**config.mk**
```make
export PLATFORM = sky130hd
export DESIGN_NAME = sensor_request_scheduler_flat
export DESIGN_NICKNAME = d
export VERILOG_FILES = /design/src/rtl/sensor_request_scheduler_pkg.sv /design/src/rtl/sensor_request_scheduler_if.sv /design/src/rtl/sensor_request_scheduler_arbiter.sv /design/src/rtl/sensor_request_scheduler.sv /design/src/flat_wrapper.sv
export SDC_FILE = /design/constraint.sdc
export NUM_CORES = 1
export LEC_CHECK = 0
export CAP_MARGIN = 20
export CORE_ASPECT_RATIO = 1.2
export CORE_MARGIN = 2
export CORE_UTILIZATION = 25
export CTS_CLUSTER_DIAMETER = 50
export DETAILED_ROUTE_END_ITERATION = 8
export PLACE_DENSITY_LB_ADDON = 0.15
export SYNTH_ARGS = -nofsm -noshare
export SYNTH_HDL_FRONTEND = slang
export SYNTH_SLANG_ARGS = --single-unit
```
**constraint.sdc**
```tcl
create_clock -name clock -period 2.55 [get_ports clock]
set_clock_uncertainty 0.05 [all_clocks]
set_input_delay 0.51 -clock clock [delete_from_list [all_inputs] [get_ports clock]]
set_output_delay 0.51 -clock clock [all_outputs]
set_load 0.01 [all_outputs]
```
**src/rtl/sensor_request_scheduler_pkg.sv**
```systemverilog
// sensor_sched_pkg: shared states, response status codes and decoder command codes
package sensor_sched_pkg;
  typedef enum logic [1:0] {ST_IDLE, ST_GAP, ST_BUSY, ST_RESPOND} state_t;
  localparam logic [1:0] OK = 2'b00;
  localparam logic [1:0] TIMEOUT = 2'b01;
  localparam logic [1:0] UNSUPPORTED = 2'b10;
  localparam logic [1:0] SENSOR_ERROR = 2'b11;
  localparam logic [7:0] CMD_STATUS = 8'h00;
  localparam logic [7:0] CMD_MAX_ONESHOT = 8'h04;
  localparam logic [7:0] ERR_CODE = 8'h10;
endpackage

```
**src/rtl/sensor_request_scheduler_if.sv**
```systemverilog
// sensor_request_scheduler_if: requester command/response bundle
interface sensor_request_scheduler_if #(
  parameter int NUM_REQ = 2,
  parameter int ADDR_W = 5
);
  logic [NUM_REQ-1:0] valid;
  logic [NUM_REQ-1:0] ready;
  logic [NUM_REQ*ADDR_W-1:0] addr;
  logic [NUM_REQ*8-1:0] command;
  logic [NUM_REQ-1:0] rsp_valid;
  logic [7:0] rsp_data;
  logic [1:0] rsp_status;
  modport master(output valid, addr, command, input ready, rsp_valid, rsp_data, rsp_status);
  modport slave(input valid, addr, command, output ready, rsp_valid, rsp_data, rsp_status);
endinterface

```
**src/rtl/sensor_request_scheduler_arbiter.sv**
```systemverilog
// rr_arbiter: picks the first active request at or after the pointer
module rr_arbiter #(
  parameter int NUM_REQ = 2
) (
  input  logic [NUM_REQ-1:0]         req,
  input  logic [$clog2(NUM_REQ)-1:0] ptr,
  output logic [NUM_REQ-1:0]         grant,
  output logic [$clog2(NUM_REQ)-1:0] idx
);
  localparam int IDW = $clog2(NUM_REQ);
  always_comb begin
    idx = '0;
    // scan from the far end so the lowest offset from ptr is written last
    for (int k = NUM_REQ - 1; k >= 0; k--) begin
      if (req[(int'(ptr) + k) % NUM_REQ]) idx = IDW'((int'(ptr) + k) % NUM_REQ);
    end
    grant = |req ? NUM_REQ'(1) << idx : '0;
  end
endmodule

```
**src/rtl/sensor_request_scheduler.sv**
```systemverilog
// sensor_request_scheduler: serialises one-shot sensor reads onto a single decoder
module sensor_request_scheduler
  import sensor_sched_pkg::*;
#(
  parameter int NUM_REQ = 2,
  parameter int ADDR_W = 5,
  parameter int TIMEOUT_CYCLES = 5_000_000,
  parameter int MIN_GAP_CYCLES = 100_000_000
) (
  input  logic                       clock,
  input  logic                       reset,
  sensor_request_scheduler_if.slave  req_if,
  output logic                       decoder_fault,
  output logic                       dec_enable,
  output logic [31:0]                dec_device_selector,
  output logic [7:0]                 dec_request,
  input  logic [7:0]                 dec_requested_data,
  input  logic                       dec_finished
);
  localparam int IDW = $clog2(NUM_REQ);
  localparam int GW = $clog2(MIN_GAP_CYCLES + 1);
  localparam int WW = $clog2(TIMEOUT_CYCLES + 1);
  state_t state, state_d;
  logic [NUM_REQ-1:0] grant, rsp_valid;
  logic [IDW-1:0] gidx, id, rr;
  logic [GW-1:0] gap_cnt;
  logic [WW-1:0] wd_cnt;
  logic [7:0] cmd, sel_cmd, rsp_data;
  logic [ADDR_W-1:0] sel_addr;
  logic [1:0] rsp_status, status_d;
  logic accept, unsup, gap_ok, expire, leave_busy;

  rr_arbiter #(.NUM_REQ(NUM_REQ)) arb (
    .req(req_if.valid),
    .ptr(rr),
    .grant(grant),
    .idx(gidx)
  );

  assign req_if.ready = state == ST_IDLE ? grant : '0;
  assign req_if.rsp_valid = rsp_valid;
  assign req_if.rsp_data = rsp_data;
  assign req_if.rsp_status = rsp_status;
  assign accept = |(req_if.valid & req_if.ready);
  assign sel_cmd = req_if.command[8*gidx +: 8];
  assign sel_addr = req_if.addr[ADDR_W*gidx +: ADDR_W];
  assign unsup = sel_cmd > CMD_MAX_ONESHOT;
  assign gap_ok = gap_cnt >= GW'(MIN_GAP_CYCLES);
  assign expire = wd_cnt == WW'(TIMEOUT_CYCLES - 1);
  assign leave_busy = state == ST_BUSY && state_d == ST_RESPOND;
  // a completion always wins over the watchdog in the same cycle
  assign status_d = dec_finished ? ((cmd == CMD_STATUS && dec_requested_data == ERR_CODE) ? SENSOR_ERROR : OK) : TIMEOUT;

  always_comb begin
    state_d = state;
    case (state)
      ST_IDLE: state_d = accept ? (unsup ? ST_RESPOND : ST_GAP) : ST_IDLE;
      ST_GAP: state_d = gap_ok ? ST_BUSY : ST_GAP;
      ST_BUSY: state_d = (dec_finished || expire) ? ST_RESPOND : ST_BUSY;
      default: state_d = ST_IDLE;
    endcase
  end

  always_ff @(posedge clock or negedge reset) begin
    if (!reset) begin
      state <= ST_IDLE;
      rr <= '0;
      id <= '0;
      cmd <= '0;
      gap_cnt <= GW'(MIN_GAP_CYCLES);
      wd_cnt <= '0;
      dec_enable <= 1'b0;
      dec_device_selector <= '0;
      dec_request <= '0;
      rsp_valid <= '0;
      rsp_data <= '0;
      rsp_status <= '0;
      decoder_fault <= 1'b0;
    end else begin
      state <= state_d;
      gap_cnt <= leave_busy ? '0 : gap_ok ? gap_cnt : gap_cnt + 1'b1;
      wd_cnt <= state == ST_BUSY ? wd_cnt + 1'b1 : '0;
      rsp_valid <= '0;
      if (accept) begin
        id <= gidx;
        cmd <= sel_cmd;
        if (unsup) begin
          rsp_valid <= grant;
          rsp_data <= '0;
          rsp_status <= UNSUPPORTED;
        end else begin
          dec_device_selector <= 32'(1) << sel_addr;
          dec_request <= sel_cmd;
        end
      end
      if (state == ST_GAP && gap_ok) dec_enable <= 1'b1;
      if (leave_busy) begin
        dec_enable <= 1'b0;
        rsp_valid <= NUM_REQ'(1) << id;
        rsp_data <= dec_finished ? dec_requested_data : '0;
        rsp_status <= status_d;
        decoder_fault <= !dec_finished || (decoder_fault && status_d != OK);
      end
      if (state == ST_RESPOND) rr <= id == IDW'(NUM_REQ - 1) ? '0 : id + 1'b1;
    end
  end
endmodule
```
**src/flat_wrapper.sv**
```systemverilog
// flat-port wrapper written by rule: the top's interface ports become plain ports
module sensor_request_scheduler_flat import sensor_sched_pkg::*;
#(
  parameter int NUM_REQ = 2,
  parameter int ADDR_W = 5,
  parameter int TIMEOUT_CYCLES = 5_000_000,
  parameter int MIN_GAP_CYCLES = 100_000_000
)
  (clock, reset, decoder_fault, dec_enable, dec_device_selector, dec_request, dec_requested_data, dec_finished, req_if_valid, req_if_addr, req_if_command, req_if_ready, req_if_rsp_valid, req_if_rsp_data, req_if_rsp_status);
  sensor_request_scheduler_if #(.NUM_REQ(NUM_REQ), .ADDR_W(ADDR_W)) req_if_i ();
  input  logic clock;
  input  logic reset;
  output logic decoder_fault;
  output logic dec_enable;
  output logic [31:0] dec_device_selector;
  output logic [7:0] dec_request;
  input  logic [7:0] dec_requested_data;
  input  logic dec_finished;
  input wire logic [$bits(req_if_i.valid)-1:0] req_if_valid;
  input wire logic [$bits(req_if_i.addr)-1:0] req_if_addr;
  input wire logic [$bits(req_if_i.command)-1:0] req_if_command;
  output wire logic [$bits(req_if_i.ready)-1:0] req_if_ready;
  output wire logic [$bits(req_if_i.rsp_valid)-1:0] req_if_rsp_valid;
  output wire logic [$bits(req_if_i.rsp_data)-1:0] req_if_rsp_data;
  output wire logic [$bits(req_if_i.rsp_status)-1:0] req_if_rsp_status;
  assign req_if_i.valid = req_if_valid;
  assign req_if_i.addr = req_if_addr;
  assign req_if_i.command = req_if_command;
  assign req_if_ready = req_if_i.ready;
  assign req_if_rsp_valid = req_if_i.rsp_valid;
  assign req_if_rsp_data = req_if_i.rsp_data;
  assign req_if_rsp_status = req_if_i.rsp_status;
  sensor_request_scheduler #(.NUM_REQ(NUM_REQ), .ADDR_W(ADDR_W), .TIMEOUT_CYCLES(TIMEOUT_CYCLES), .MIN_GAP_CYCLES(MIN_GAP_CYCLES)) u_core (.clock(clock), .reset(reset), .req_if(req_if_i), .decoder_fault(decoder_fault), .dec_enable(dec_enable), .dec_device_selector(dec_device_selector), .dec_request(dec_request), .dec_requested_data(dec_requested_data), .dec_finished(dec_finished));
endmodule
```
==> results.sh <==
export IMPL_slew_viol_final=0
export IMPL_finalPower_mw=6.88
export IMPL_maxCapViolCount=0
export IMPL_gp_congestion=0.795
export IMPL_firstDrtPassIters=4
export IMPL_power_switching_mw=2.01
export IMPL_p_seq_frac=0.389
export IMPL_p_clk_frac=0.387
export IMPL_yosys_area_share_xor_xnor=0.0292
export IMPL_ys_warn_count=0
export IMPL_synth_commonest_cells="dfrtp_1, o21ai_0, nand2_1, nor2_1, a21oi_1"
export IMPL_routed_wl_um=15900
export IMPL_rsz0062_at_grt="false"
export IMPL_start_kind="primary input"
export IMPL_clock_latency_ns=0.41
export IMPL_area_growth_pct=37.7
export IMPL_p_int_mw=4.87
export IMPL_start_util=0.254
export IMPL_cts_buffer_depth=2
export IMPL_synthFlopType="dfrtp_1"
export IMPL_powerDensity_nw_per_um2=877
export IMPL_cts_htree_levels=4
export IMPL_min_period_over_period=0.948
export IMPL_io_buffers=94
export IMPL_ant_nets=0
export IMPL_synth_compound_area_frac=0.184
export IMPL_synth_seq_cells=116
export IMPL_netlist_instances=550
export IMPL_dpl_cell_area_um2=7190
export IMPL_synth_edf_count=0
export IMPL_ys_top_cells_by_area="dfrtp_1, dfstp_2, o21ai_0, or4_1, o2bb2ai_1"
export IMPL_drc=0
export IMPL_timing_fmax_mhz=414
export IMPL_criticalPathCategory="primary input to output pin"
export IMPL_design_area_um2=7840
export IMPL_fin_ws_ns=0.133
export IMPL_combPwrFrac=0.224
export IMPL_vias=4865
export IMPL_grt_pass1_vias=5018
export IMPL_dp_hpwl_um=11400
export IMPL_yosys_area_share_simple=0.200
export IMPL_status="finished, final reports clean"
export IMPL_critPathTopFamily="buffers and inverters"
export IMPL_drive_above_1_share=0.144
export IMPL_routedWlPerCell_um=16.6
export IMPL_nNetsFinal=714
export IMPL_grt_pass1_wl_um=26600
export IMPL_cp_required_ns=1.99
export IMPL_cts_root_buf="clkbuf_16"
export IMPL_post_route_util=0.350
export IMPL_synth_seq_area_share=0.513
export IMPL_cpMostUsedCell="inv_1"
export IMPL_yosysTopAreaCellShare=0.457
export IMPL_cts_sinks=116
export IMPL_io_pins=95
export IMPL_crit_fanout=5
export IMPL_diodes=0
export IMPL_tightest_slew_ns=0.852
export IMPL_viasPerCell=5.06
export IMPL_p_leak_nw=3.17
export IMPL_syn_area_um2=5690
export IMPL_grt_max_degree=43
export IMPL_slew_headroom=0.429
export IMPL_ir_worst_vdd_v=0.000484
export IMPL_cpPeakStageDelay_ns=0.47
export IMPL_die_w_um=142
export IMPL_cp_cell_sequence="clkdlybuf4s50_1, inv_1, o21ai_2, buf_4, inv_1, nor2_1, dlygate4sd2_1"
export IMPL_clkTransAtPathRegs_ns=0.06
export IMPL_synth_most_common_cell="dfrtp_1"
export IMPL_hold_path_class="primary input to async pin"
export IMPL_dieHeight_um=169
export IMPL_crit_path_end_kind="output pin"
export IMPL_core_area_um2=22400
export IMPL_synth_area_leader_cell="dfrtp_1"
export IMPL_cp_slowest_cell="clkdlybuf4s50_1"
export IMPL_track_usage=0.139
export IMPL_antenna_found_initial=0
export IMPL_cts_buffers=17
export IMPL_worstPathArrival_ns=1.86
export IMPL_synthMuxAreaShare=0.0275
export IMPL_path_buf_inv=5
export IMPL_period_minus_slack_ns=2.42
export IMPL_postSynthAreaPerCell_um2=10.4
export IMPL_synthAdderAreaFrac=0.00659
export IMPL_die_area_um2=24000
export IMPL_setup_viol=0
export IMPL_ys_async_sr_fraction=1.00
export IMPL_syn_nets=592
export IMPL_cts_tree="done"
export IMPL_dr_first_iter_drc_count=214
export IMPL_grt_overflow=0
export IMPL_tns_ns=0
export IMPL_ys_types=58
export IMPL_hold_viol_final=0
export IMPL_ff2ff_setup_slack_ns=0.18
export IMPL_dp_slack_ns=-0.407
export IMPL_swShare=0.292
export IMPL_rows=60
export IMPL_postCtsSetupBuffers=0
export IMPL_synth_top_family_by_area="simple AND/OR/NAND/NOR gates"
## metal layers
layer,wire length [um],part of all wire,track usage
met4,259,0.016,0.0443
met5,0,0,0
met3,851,0.053,0.0457
met2,7960,0.50,0.233
met1,6850,0.43,0.169
## logic make-up after synthesis
kind of cell | Yosys count
mux | 15
simple gates | 199
xor+xnor | 19
buf+inv | 46
compound gates | 152
flops | 116
fa+ha+maj | 3
## power by group through the flow
stage,Sequential [mW],Combinational (mW),Clock [mW]
final,2.68,1.54,2.66
after global routing,2.74,1.74,2.81
after CTS,2.68,1.58,2.73
after detailed placement,2.70,1.58,0
after global placement,2.69,1.55,0
after floorplan,2.65,0.786,0
## final timing paths
path                              startpoint                         to  depth (start not counted)
min in group clock             u_core.cmd[0]              u_core.cmd[0]                          2
max in group asynchronous              reset          u_core.gap_cnt[8]                          2
min reg2reg                    u_core.cmd[0]              u_core.cmd[0]                          2
min                                    reset           u_core.wd_cnt[9]                          1
max                          req_if_valid[0]            req_if_ready[0]                          7
max reg2reg                u_core.wd_cnt[16]  u_core.req_if.rsp_data[2]                          6
## worst register-to-register path, cell delays in order, from the launching register on
cell	delay, ns
dfrtp_1	0.41
or4_1	0.55
nor4_2	0.40
a21o_2	0.42
a31oi_4	0.07
buf_12	0.15
a22o_1	0.18
## flip-flops by register name, summed over array words and instances, names as in the netlist
signal	count
u_core.state	2
u_core.dec_request	8
u_core.req_if.rsp_data	8
u_core.req_if.rsp_valid	2
u_core.wd_cnt	23
u_core.dec_enable	1
u_core.cmd	8
u_core.id	1
u_core.rr	1
u_core.dec_device_selector	32
u_core.req_if.rsp_status	2
u_core.decoder_fault	1
u_core.gap_cnt	27
## cells in the final DEF (no fill, tap or decap), drive strengths merged, types with 12 or more instances in the layout
master / Yosys / layout
o21ai: 45 / 45
o31ai: 17 / 17
o41ai: 13 / 13
buf: 18 / 44
dfstp: 12 / 12
nand2: 37 / 37
a21oi: 23 / 23
nor2: 35 / 35
nand3: 17 / 17
clkbuf: 16 / 21
mux2i: 13 / 13
inv: 12 / 12
o2bb2ai: 18 / 18
clkdlybuf4s50: 0 / 91
dfrtp: 104 / 104
or4: 22 / 22
## final cells by class
class | count | area (um^2)
Sequential cell | 116 | 2920
Inverter | 12 | 45.0
Multi-Input combinational cell | 388 | 2560
Tap cell | 279 | 349
Fill cell | 2237 | 14500
Timing Repair Buffer | 137 | 1320
Clock inverter | 8 | 175
Clock buffer | 21 | 470
## repair_timing
| item | in CTS | in global routing |
|---|---|---|
| hold buffers | 0 | 0 |
| setup endpoints to repair | 2 | 2 |
| resized for setup | 2 | 1 |
| hold endpoints to repair | 0 | 0 |
| pin swaps | 0 | 0 |
| gates cloned | 0 | 0 |
## stage by stage
stage                     std cells  hold slack [ns]
after global routing            961           0.0996
after floorplan                 550            0.164
after global placement          932            0.422
final                           961           0.0447
after CTS                       961           0.0674
after detailed placement        932            0.420
Power figures use the tool's default switching activity.
